<file path="src/rtl/booth_pkg.sv">
// booth_pkg: shared encodings for the radix-2 Booth multiplier control path.
//   ctl_code_t : A/Q register control codes (Load/Reset/Shift/Hold)
//   M_LD/M_HD  : M register load/hold
//   ADD_OP/SUB_OP : add/sub unit operation select
//   state_t    : sequencer states
package booth_pkg;

    typedef enum logic [1:0] {
        CTL_LOAD  = 2'b00,
        CTL_RESET = 2'b01,
        CTL_SHIFT = 2'b10,
        CTL_HOLD  = 2'b11
    } ctl_code_t;

    localparam logic M_LD   = 1'b1;
    localparam logic M_HD   = 1'b0;

    localparam logic ADD_OP = 1'b0;
    localparam logic SUB_OP = 1'b1;

    typedef enum logic [2:0] {
        ST_IDLE  = 3'd0,
        ST_LOAD  = 3'd1,
        ST_EVAL  = 3'd2,
        ST_ADD   = 3'd3,
        ST_SHIFT = 3'd4,
        ST_DONE  = 3'd5
    } state_t;

endpackage

</file>
<file path="src/rtl/booth_iter_counter.sv">
// booth_iter_counter: remaining-iteration counter for the Booth sequencer.
//   clock, reset : clock and synchronous active-high clear
//   load         : load WIDTH (start of a multiply)
//   dec          : decrement by one (one iteration retired)
//   cnt          : current remaining iteration count
//   last         : high when cnt == 1 (the SHIFT in progress is the final one)
module booth_iter_counter #(
    parameter int WIDTH = 4,
    parameter int CNT_W = $clog2(WIDTH + 1)
) (
    input  logic             clock,
    input  logic             reset,
    input  logic             load,
    input  logic             dec,
    output logic [CNT_W-1:0] cnt,
    output logic             last
);

    logic [CNT_W-1:0] cnt_q;
    logic [CNT_W-1:0] cnt_d;

    always_comb begin
        cnt_d = cnt_q;
        if (load) begin
            cnt_d = CNT_W'(WIDTH);
        end else if (dec) begin
            // Only decremented from SHIFT, where the count is at least 1.
            cnt_d = cnt_q - CNT_W'(1);
        end
    end

    always_ff @(posedge clock) begin
        if (reset) begin
            cnt_q <= '0;
        end else begin
            cnt_q <= cnt_d;
        end
    end

    assign cnt  = cnt_q;
    assign last = (cnt_q == CNT_W'(1));

endmodule

</file>
<file path="src/rtl/booth_sequencer.sv">
// booth_sequencer: multi-cycle control FSM for a radix-2 Booth multiplier
// datapath (A, Q, M registers, Q-1 bit, add/sub unit).
//   clock     : system clock, rising edge
//   reset     : synchronous active-high, forces IDLE and clears op/iter
//   start     : level request, launches a multiply when seen in IDLE
//   abort     : synchronous cancel back to IDLE without done
//   Q_in      : {Q[0], Q-1} from the datapath, sampled in EVAL only
//   Q_sig     : Q register control (Load/Reset/Shift/Hold)
//   A_sig     : A register control (same encoding)
//   M_sig     : M register control (LD=1, HD=0)
//   adder_sig : add/sub select (Add=0, Sub=1)
//   busy      : high in LOAD/EVAL/ADD/SHIFT
//   done_sig  : high while in DONE
//   iter      : remaining iterations
//
// Handshake: a request is accepted on the rising edge where start=1 and the
// FSM is in IDLE. done_sig then rises once the product is complete and stays
// high until the first edge with start=0, so a start held through completion
// cannot retrigger. start is ignored while busy; abort (any state) beats start.
//
// All outputs are decoded from registered state and the latched op bit only.
module booth_sequencer
    import booth_pkg::*;
#(
    parameter int WIDTH = 4,
    parameter int CNT_W = $clog2(WIDTH + 1)
) (
    input  logic             clock,
    input  logic             reset,
    input  logic             start,
    input  logic             abort,
    input  logic [1:0]       Q_in,
    output logic [1:0]       Q_sig,
    output logic [1:0]       A_sig,
    output logic             M_sig,
    output logic             adder_sig,
    output logic             busy,
    output logic             done_sig,
    output logic [CNT_W-1:0] iter
);

    state_t state_q;
    state_t state_d;
    logic   op_q;
    logic   op_d;
    logic   cnt_load;
    logic   cnt_dec;
    logic   cnt_last;

    booth_iter_counter #(
        .WIDTH (WIDTH),
        .CNT_W (CNT_W)
    ) u_iter_counter (
        .clock (clock),
        .reset (reset),
        .load  (cnt_load),
        .dec   (cnt_dec),
        .cnt   (iter),
        .last  (cnt_last)
    );

    // Next-state logic
    always_comb begin
        state_d  = state_q;
        op_d     = op_q;
        cnt_load = 1'b0;
        cnt_dec  = 1'b0;
        case (state_q)
            ST_IDLE: begin
                if (start) begin
                    state_d = ST_LOAD;
                end
            end
            ST_LOAD: begin
                cnt_load = 1'b1;
                state_d  = ST_EVAL;
            end
            ST_EVAL: begin
                case (Q_in)
                    2'b01: begin
                        op_d    = ADD_OP;
                        state_d = ST_ADD;
                    end
                    2'b10: begin
                        op_d    = SUB_OP;
                        state_d = ST_ADD;
                    end
                    default: state_d = ST_SHIFT;
                endcase
            end
            ST_ADD: begin
                state_d = ST_SHIFT;
            end
            ST_SHIFT: begin
                cnt_dec = 1'b1;
                state_d = cnt_last ? ST_DONE : ST_EVAL;
            end
            ST_DONE: begin
                if (!start) begin
                    state_d = ST_IDLE;
                end
            end
            default: state_d = ST_IDLE;
        endcase

        // Abort overrides everything, including a start seen in IDLE.
        if (abort) begin
            state_d  = ST_IDLE;
            op_d     = op_q;
            cnt_load = 1'b0;
            cnt_dec  = 1'b0;
        end
    end

    always_ff @(posedge clock) begin
        if (reset) begin
            state_q <= ST_IDLE;
            op_q    <= ADD_OP;
        end else begin
            state_q <= state_d;
            op_q    <= op_d;
        end
    end

    // Moore output decode
    ctl_code_t q_ctl;
    ctl_code_t a_ctl;

    always_comb begin
        q_ctl    = CTL_HOLD;
        a_ctl    = CTL_HOLD;
        M_sig    = M_HD;
        busy     = 1'b0;
        done_sig = 1'b0;
        case (state_q)
            ST_LOAD: begin
                q_ctl = CTL_LOAD;
                a_ctl = CTL_RESET;
                M_sig = M_LD;
                busy  = 1'b1;
            end
            ST_EVAL: begin
                busy = 1'b1;
            end
            ST_ADD: begin
                a_ctl = CTL_LOAD;
                busy  = 1'b1;
            end
            ST_SHIFT: begin
                q_ctl = CTL_SHIFT;
                a_ctl = CTL_SHIFT;
                busy  = 1'b1;
            end
            ST_DONE: begin
                done_sig = 1'b1;
            end
            default: ;
        endcase
    end

    assign Q_sig     = q_ctl;
    assign A_sig     = a_ctl;
    // Outside ADD the adder select is a don't-care, so it simply tracks op.
    assign adder_sig = op_q;

    // The iteration counter must never underflow.
    a_shift_iter_nonzero: assert property (
        @(posedge clock) disable iff (reset) (state_q == ST_SHIFT) |-> (iter != '0)
    );

endmodule

</file>
<file path="config.mk">
export PLATFORM = sky130hd
export DESIGN_NAME = booth_sequencer
export DESIGN_NICKNAME = d
export VERILOG_FILES = /design/src/rtl/booth_pkg.sv /design/src/rtl/booth_iter_counter.sv /design/src/rtl/booth_sequencer.sv
export SDC_FILE = /design/constraint.sdc
export NUM_CORES = 1
export LEC_CHECK = 0
export CORE_AREA = 2 2 39 41
export CTS_CLUSTER_DIAMETER = 200
export CTS_CLUSTER_SIZE = 30
export DETAILED_ROUTE_END_ITERATION = 12
export DIE_AREA = 0 0 41 43
export DONT_BUFFER_PORTS = 1
export PLACE_DENSITY_LB_ADDON = 0.1
export SYNTH_ARGS = -nofsm -noshare
export SYNTH_HDL_FRONTEND = slang
export SYNTH_SLANG_ARGS = --single-unit
</file>
<file path="constraint.sdc">
create_clock -name clock -period 2.15 [get_ports clock]
set_input_delay 0.215 -clock clock [delete_from_list [all_inputs] [get_ports clock]]
set_output_delay 0.215 -clock clock [all_outputs]
set_load 0.03 [all_outputs]
</file>
==> impl_metrics.yaml, run 1 <==
min_path:
  min-delay-path-class: "primary input to flip-flop"
  hold_path_depth: 1
power:
  share_seq_of_total_power_pct: 46.5
  clock_power_share_pct: 40.9
  power_switching_share_pct: 27.09
  switchingPower_w: 0.00008088
  cell_internal_pwr_w: 0.0002177
  leakagePower_nw: 0.2075
  share_comb_of_total_power_pct: 12.6
  power-per-cell-area_nw_per_um2: 529.1
  worst_ir_drop_vdd_uv: 216.1
  p_total_w: 0.0002986
worst_setup_path:
  setup.worst_path.start_class: "flip-flop"
  cp_data_arrival_time_ps: 1620
  critical_path.max_stage_delay_ps: 530
  worstSetupPathType: "flip-flop to output pin"
  kind_of_end_point_of_the_critical_path: "output pin"
  required_ps: 1930
  path_depth_of_the_worst_reg2reg_path: 6
  worst-path-max-fanout: 13
  crit_chain: "or3b_1 > inv_2 > nor2_1 > buf_4"
  crit_slowest_cell: "dfxtp_1"
clock_tree:
  cts_hold_repair.buffers: 0
  clk_latency_ps: 250
  post_cts_resized: 0
  clock_sink_count: 7
  clock_path_buffers: 2
  cts_setup_buffers: 0
  tritoncts: "built"
  numCtsBuffers: 3
  clk_transition_reported_paths_ps: 60
  ctsRootBufferMaster: "clkbuf_4"
  cts-htree-levels: 1
final_layout:
  area_used_by_multi_input_combinational_logic_um2: 317.8
  syn_to_final_growth_pct: 13.03
  num_antenna_cells: 0
  layout_nets: 80
  drive_above_1_share_pct: 18.57
  fillerInstances: 155
  sequential_cell_area_um2: 140.1
timing:
  finalClockSkew_ps: 3.424
  slew_viol_final: 0
  hold_viol: 0
  finalWorstPathRequiredPeriod_ps: 1832
  worst-slew-pin-transition_ps: 460.6
  post-route-period-util_pct: 85.22
  max_slew_margin_vs_limit_pct: 69.25
  setup_viol_count_final: 0
  finalHoldWorstSlack_ps: 26.09
  totalNegativeSetupSlack_ps: 0
  finalWorstSetupSlack_ps: 317.7
  clock.fmax_mhz: 545.8
  rsz_0062_raised_after_global_routing: "no"
global_routing:
  wire_length_of_the_first_global_routing_pass_um: 1745
  grt_busiest_layer: "met1"
  globalRouteTotalUtil_pct: 14.76
  number_of_global_route_vias_before_repair: 420
  groute.layer.met3.usage_pct: 3.141
  grtUsageMet2_pct: 18.44
  aggregate_global_routing_overflow: 0
  antenna_found_initial: 0
  grtUsageMet1_pct: 21.54
  grt_start_max_net_pins: 14
detailed_routing:
  remaining_number_of_nets_flagged_by_the_antenna_check_after_routing: 0
  remaining_drc_errors: 0
  vias: 445
  drt-vias-per-instance: 5.174
  drt_wl_total_um: 1065
  wl_per_cell_um: 12.38
  detail_route.first_pass.iterations: 4
  first_iter_violations: 9
placement:
  gp_routability_congestion: 0.7168
  pre_cts_ws_ps: 515.8
  sum_of_net_half_perimeters_after_detailed_placement_um: 770.3
  place.port_buffers: 0
logic_synthesis:
  gate_count_post_synth: 65
  synth.yosys.seq_area_share_pct: 28.07
  post_synthesis_instance_area_um2: 499.2
  synth_async_sr_flop_share_pct: 0
  top_reg_cell_synth: "dfxtp_1"
  synthDistinctLibCells: 28
  register_bit_count_reported_by_yosys: 7
  postSynthNetCount: 74
  post_synth.cell_area_avg_um2: 7.680
  synth-warning-count: 0
  synth-edff-count: 0
die:
  die_w_um: 41
  design.die.area_um2: 1763
  floorplan.initialDensity_pct: 36.08
  core_region_area_um2: 1384
  die-height_um: 43
  row_count: 14
  top_level_ports: 17
status:
  status: "finished, final reports clean"
run:
  maxCapViolations: 0
## per-stage QoR
step / util (%) / instances / instance area (um^2)
final: 40.78 / 86 / 564.3
after detailed placement: 38.88 / 82 / 538.0
after floorplan: - / 65 / 499.2
after global routing: 40.78 / 86 / 564.3
after global placement: 38.88 / 82 / 538.0
after CTS: 40.78 / 86 / 564.3
## per-layer routing
layer | wire length, um | vias up
li1 | - | 237
met1 | 500 | 187
met3 | 107 | 2
met4 | 14 | 0
met2 | 442 | 19
met5 | 0 | -
## cell usage in the layout (no fill, tap or decap), drive strengths merged, types with 2 or more instances in the layout
master,instances
nand3,2
dfxtp,7
buf,5
nor4b,3
o21ai,2
nor3,3
clkbuf,4
nor2,9
nand2,4
a21oi,6
nor2b,3
inv,6
ha,3
## synthesized netlist by cell type, types with 2 or more instances
| library cell | count | area share [%] |
|---|---|---|
| nand3_1 | 2 | 2.0 |
| nor2_1 | 8 | 6.0 |
| nor4b_1 | 3 | 5.3 |
| buf_2 | 3 | 3.0 |
| inv_2 | 2 | 1.5 |
| nand2_1 | 4 | 3.0 |
| inv_1 | 4 | 3.0 |
| dfxtp_1 | 7 | 28 |
| nor2b_1 | 3 | 3.8 |
| o21ai_1 | 2 | 2.0 |
| ha_1 | 3 | 7.5 |
| a21oi_1 | 6 | 6.0 |
| nor3_1 | 3 | 3.0 |
## worst paths after layout
path,from,endpoint,slack [ps]
worst min-delay path,reset,adder_sig,30
worst min register to register,adder_sig,adder_sig,650
worst max-delay path,state_q[0],Q_sig[0],320
worst max register to register,u_iter_counter.cnt[0],u_iter_counter.cnt[1],510
## cell type report
| cell class | count | area share (%) |
|---|---|---|
| clock buffers | 4 | 4.656 |
| flip-flops and latches | 7 | 24.83 |
| multi-input cells | 48 | 56.32 |
| repair buffers | 5 | 6.652 |
| inverters | 6 | 3.991 |
| well taps | 16 | 3.548 |
## sequential cells by signal, summed over array words and instances (netlist names)
| name | flops |
|---|---|
| state_q | 3 |
| u_iter_counter.cnt | 3 |
| adder_sig | 1 |
## worst max-delay path, delay by kind of cell, from the launching register on
kind / cells / cell delay (ps)
AND/OR/NAND/NOR: 2 / 490
buffers and inverters: 2 / 340
flip-flops: 1 / 530
## power by group through the flow
stage                     combinational (W)  sequential [W]  clock, W
after floorplan                   0.0000351        0.000138         0
after global placement            0.0000380        0.000142         0
after detailed placement          0.0000377        0.000142         0
after CTS                         0.0000378        0.000139  0.000129
after global routing              0.0000415        0.000140  0.000137
final                             0.0000375        0.000139  0.000122
## kinds of logic (layout without fill, tap and decap cells)
kind of cell,Yosys count,after routing,share of synthesized area (%)
AO/OA/AOI/OAI,13,13,16.04
XOR/XNOR,1,1,1.755
adder cells (fa/ha/maj),3,3,7.520
buffers and inverters,10,15,8.269
flip-flops,7,7,28.07
multiplexers,1,1,2.005
AND/OR/NAND/NOR,30,30,36.34
Note: power is estimated with default switching activity, not from simulation.
==> run 2: changes to the inputs <==
CTS_CLUSTER_DIAMETER = default   (was 200)
CTS_CLUSTER_SIZE = 24   (was 30)
PLACE_DENSITY_LB_ADDON = default   (was 0.1)
==> run 2 against run 1 <==
Via count rose by 4.9%. Non-clock buffer count shrank 1. Hold slack improved by 2.9 ps. Largest cell class unchanged. Largest power group unchanged. Final cell count down 1.2%. First-iteration DRC count increased by 44%. Sequential power about the same. Register-to-register slack worse by 60 ps. Sequential share of layout area rose by 0.33 points. Combinational power is 2% higher. Flip-flop and latch count unchanged. Worst setup slack got worse by 20 ps.
==> impl_metrics.yaml, run 2 (synthesized netlist as in run 1, its figures left out) <==
timing:
  finalClockSkew_ps: 2.569
  slew_viol_final: 0
  hold_viol: 0
  max_slew_margin_vs_limit_pct: 60.23
  clock.fmax_mhz: 539.8
  finalWorstPathRequiredPeriod_ps: 1853
  worst-slew-pin-transition_ps: 593.9
  totalNegativeSetupSlack_ps: 0
  setup_viol_count_final: 0
  rsz_0062_raised_after_global_routing: "no"
  post-route-period-util_pct: 86.17
detailed_routing:
  drt-vias-per-instance: 5.494
  wl_per_cell_um: 12.92
  first_iter_violations: 13
  remaining_number_of_nets_flagged_by_the_antenna_check_after_routing: 0
  vias: 467
  detail_route.first_pass.iterations: 4
  drt_wl_total_um: 1098
  remaining_drc_errors: 0
power:
  power-per-cell-area_nw_per_um2: 535.0
  cell_internal_pwr_w: 0.0002176
  share_seq_of_total_power_pct: 46.7
  power_switching_share_pct: 26.95
  clock_power_share_pct: 40.5
  worst_ir_drop_vdd_uv: 202.2
  leakagePower_nw: 0.2021
  switchingPower_w: 0.00008028
  share_comb_of_total_power_pct: 12.8
die:
  design.die.area_um2: 1763
  core_region_area_um2: 1384
  floorplan.initialDensity_pct: 36.08
  die-height_um: 43
  row_count: 14
  die_w_um: 41
  top_level_ports: 17
clock_tree:
  cts_hold_repair.buffers: 0
  cts-htree-levels: 1
  clk_transition_reported_paths_ps: 60
  cts_setup_buffers: 0
  clk_latency_ps: 250
  clock_path_buffers: 2
  ctsRootBufferMaster: "clkbuf_4"
  post_cts_resized: 0
  tritoncts: "built"
  numCtsBuffers: 3
  clock_sink_count: 7
global_routing:
  wire_length_of_the_first_global_routing_pass_um: 1642
  number_of_global_route_vias_before_repair: 389
  globalRouteTotalUtil_pct: 13.34
  aggregate_global_routing_overflow: 0
  grt_start_max_net_pins: 14
  antenna_found_initial: 0
final_layout:
  drive_above_1_share_pct: 17.39
  fillerInstances: 150
  mostFrequentLayoutCell: "nor2_1"
  area_used_by_multi_input_combinational_logic_um2: 317.8
  syn_to_final_growth_pct: 11.53
  num_antenna_cells: 0
  final_core_util_pct: 40.24
  sequential_cell_area_um2: 140.1
  layout_nets: 79
  most-common-layout-cells: "nor2_1 (8), dfxtp_1 (7), a21oi_1 (6)"
worst_setup_path:
  required_ps: 1930
  kind_of_end_point_of_the_critical_path: "output pin"
  worstSetupPathType: "flip-flop to output pin"
  worst-path-max-fanout: 13
  setup.worst_path.start_class: "flip-flop"
  ff2ff_setup_slack_ps: 450
  cp_data_arrival_time_ps: 1640
status:
  status: "finished, final reports clean"
placement:
  sum_of_net_half_perimeters_after_detailed_placement_um: 827.3
  gp_routability_congestion: 0.7764
  place.port_buffers: 0
run:
  maxCapViolations: 0
min_path:
  min-delay-path-class: "primary input to flip-flop"
==> run 2: area by class of cell <==
type	count	area share (%)
sequential	7	25.17
clock buffer	4	4.719
tap	16	3.596
timing repair buffer	4	5.393
multi-input combinational	48	57.08
inverter	6	4.045
==> run 2: metrics by stage <==
stage	hold slack, ps	setup slack [ps]	total power (W)	instance area, um^2	cells
after floorplan	286.6	632.4	0.0001733	499.2	65
after global placement	288.6	494.0	0.0001798	530.5	81
after detailed placement	289.1	448.1	0.0001800	530.5	81
after CTS	25.00	308.1	0.0003004	556.8	85
after global routing	23.93	216.5	0.0003076	556.8	85
final	28.98	297.3	0.0002979	556.8	85
==> run 2: worst max-delay path, cell delays in order (launching register included) <==
cell	delay, ps
dfxtp_1	550
or3b_1	420
inv_2	170
nor2_1	70
buf_4	170
==> run 2: final timing paths <==
path         depth (start not counted)                     to                   from
min                                  1  u_iter_counter.cnt[0]                  reset
max                                  4               Q_sig[0]             state_q[0]
min reg2reg                          2              adder_sig              adder_sig
max reg2reg                          6  u_iter_counter.cnt[1]  u_iter_counter.cnt[0]
==> run 2: metal layers <==
metal | vias up | share of wire [%] | GRT usage [%]
met5 | - | 0 | 0
met4 | 0 | 1.3 | 6.000
met3 | 2 | 9.1 | 4.712
met2 | 19 | 43 | 18.44
met1 | 212 | 46 | 17.95
li1 | 234 | - | -
==> run 2: power groups by stage <==
stage | combinational, W | clock [W] | sequential [W]
4_1_cts | 0.0000385 | 0.000123 | 0.000139
3_3_place_gp | 0.0000380 | 0 | 0.000142
2_1_floorplan | 0.0000351 | 0 | 0.000138
5_1_grt | 0.0000415 | 0.000126 | 0.000140
6_report | 0.0000382 | 0.000121 | 0.000139
3_5_place_dp | 0.0000381 | 0 | 0.000142
==> run 3: changes to the inputs <==
GPL_TIMING_DRIVEN = 0   (was default)
REMOVE_ABC_BUFFERS = 1   (was default)
==> run 3 against run 2 <==
Utilization shrank 2.0 points. First-iteration DRC count did not move. Worst setup slack lost 140 ps. Clock power about the same. Wire length shrank 5.8%. Sequential power is essentially flat. Non-clock buffer count fell by 4. Sequential share of layout area increased by 1.3 points. Count of clock-buffer cells in the layout stayed put. Global-route usage is 0.53 points higher. Register-to-register slack hardly changed. Clock skew up 4.8 ps.
==> impl_metrics.yaml, run 3 (synthesized netlist as in run 1, its figures left out) <==
clock_tree:
  clk_transition_reported_paths_ps: 60
  clk_latency_ps: 260
  numCtsBuffers: 3
  cts_setup_buffers: 0
  clock_sink_count: 7
  ctsRootBufferMaster: "clkbuf_4"
  clock_path_buffers: 2
  tritoncts: "built"
  cts-htree-levels: 1
detailed_routing:
  remaining_drc_errors: 0
  wl_per_cell_um: 12.77
  remaining_number_of_nets_flagged_by_the_antenna_check_after_routing: 0
  drt-vias-per-instance: 5.605
  drt_wl_total_um: 1034
  first_iter_violations: 13
  vias: 454
  detail_route.first_pass.iterations: 4
worst_setup_path:
  required_ps: 1930
  cp.buffers_inverters: 1
  setup.worst_path.start_class: "flip-flop"
  cp_data_arrival_time_ps: 1780
  worstSetupPathType: "flip-flop to output pin"
  kind_of_end_point_of_the_critical_path: "output pin"
  critical_path.max_stage_delay_ps: 590
  worst-path-max-fanout: 13
  cp_top_family: "simple AND/OR/NAND/NOR gates"
  crit_chain: "or3b_1 > inv_2 > nor2_2"
  crit_slowest_cell: "dfxtp_1"
timing:
  rsz_0062_raised_after_global_routing: "no"
  post-route-period-util_pct: 92.82
  worst-slew-pin-transition_ps: 673.6
  max_slew_margin_vs_limit_pct: 54.77
  totalNegativeSetupSlack_ps: 0
  finalWorstPathRequiredPeriod_ps: 1996
  finalClockSkew_ps: 7.382
  hold_viol: 0
  setup_viol_count_final: 0
  slew_viol_final: 0
  clock.fmax_mhz: 501.1
final_layout:
  syn_to_final_growth_pct: 6.015
  drive_above_1_share_pct: 13.85
  layout_nets: 75
  num_antenna_cells: 0
  most-common-layout-cells: "nor2_1 (7), dfxtp_1 (7), a21oi_1 (6)"
placement:
  gp_routability_congestion: 0.6968
  place.port_buffers: 0
  sum_of_net_half_perimeters_after_detailed_placement_um: 756.5
die:
  row_count: 14
  floorplan.initialDensity_pct: 36.08
  top_level_ports: 17
  design.die.area_um2: 1763
  die_w_um: 41
  core_region_area_um2: 1384
  die-height_um: 43
global_routing:
  antenna_found_initial: 0
  grt_start_max_net_pins: 14
  wire_length_of_the_first_global_routing_pass_um: 1607
  aggregate_global_routing_overflow: 0
  number_of_global_route_vias_before_repair: 404
  globalRouteTotalUtil_pct: 13.87
min_path:
  min-delay-path-class: "primary input to flip-flop"
power:
  power-per-cell-area_nw_per_um2: 557.6
  p_total_w: 0.0002951
  worst_ir_drop_vdd_uv: 241.5
  leakagePower_nw: 0.1848
run:
  maxCapViolations: 0
status:
  status: "finished, final reports clean"
-- run 3: layout make-up --
type	instances	area [um^2]
fill	153	854.6
inverter	6	22.52
tap	16	20.02
multi-input combinational	48	320.3
sequential	7	140.1
clock buffer	4	26.28
-- run 3: per-layer routing --
metal  share of wire [%]  vias up  GRT usage (%)  routed length, um
met5                   0        -              0                  0
met4                 3.2        0          12.00                 33
met2                  42       19          18.44                438
li1                    -      228              -                  -
met1                  46      203          17.10                475
met3                 8.4        4          4.188                 87
-- run 3: timing repair --
action                                  CTS  global route
endpoints found under the setup margin    0             1
hold buffers                              0             0
resized for setup                         0             1
-- run 3: worst paths after layout --
check | end | slack [ps] | start | cells after the start
setup / recovery | Q_sig[0] | 150 | state_q[1] | 3
hold / removal | adder_sig | 20 | reset | 1
setup reg to reg | u_iter_counter.cnt[2] | 460 | state_q[1] | 4
hold reg to reg | u_iter_counter.cnt[2] | 650 | u_iter_counter.cnt[2] | 2
-- run 3: where the power goes --
part           switching (W)  internal [W]  total (W)  leakage, nW
Sequential        0.00000703      0.000132   0.000139       0.0566
Clock              0.0000517     0.0000711   0.000123       0.0150
Combinational      0.0000224     0.0000108  0.0000332        0.113
-- run 3: metrics by stage --
| step | utilization (%) | std cells | setup slack (ps) | instance area, um^2 | hold slack, ps |
|---|---|---|---|---|---|
| after floorplan | - | 61 | 446.2 | 480.5 | 286.6 |
| after detailed placement | 36.17 | 77 | 298.0 | 500.5 | 290.7 |
| after global routing | 38.25 | 81 | 26.52 | 529.3 | 19.32 |
| after CTS | 38.07 | 81 | 12.04 | 526.8 | 15.66 |
| final | 38.25 | 81 | 154.4 | 529.3 | 20.87 |
| after global placement | 36.17 | 77 | 328.4 | 500.5 | 289.7 |
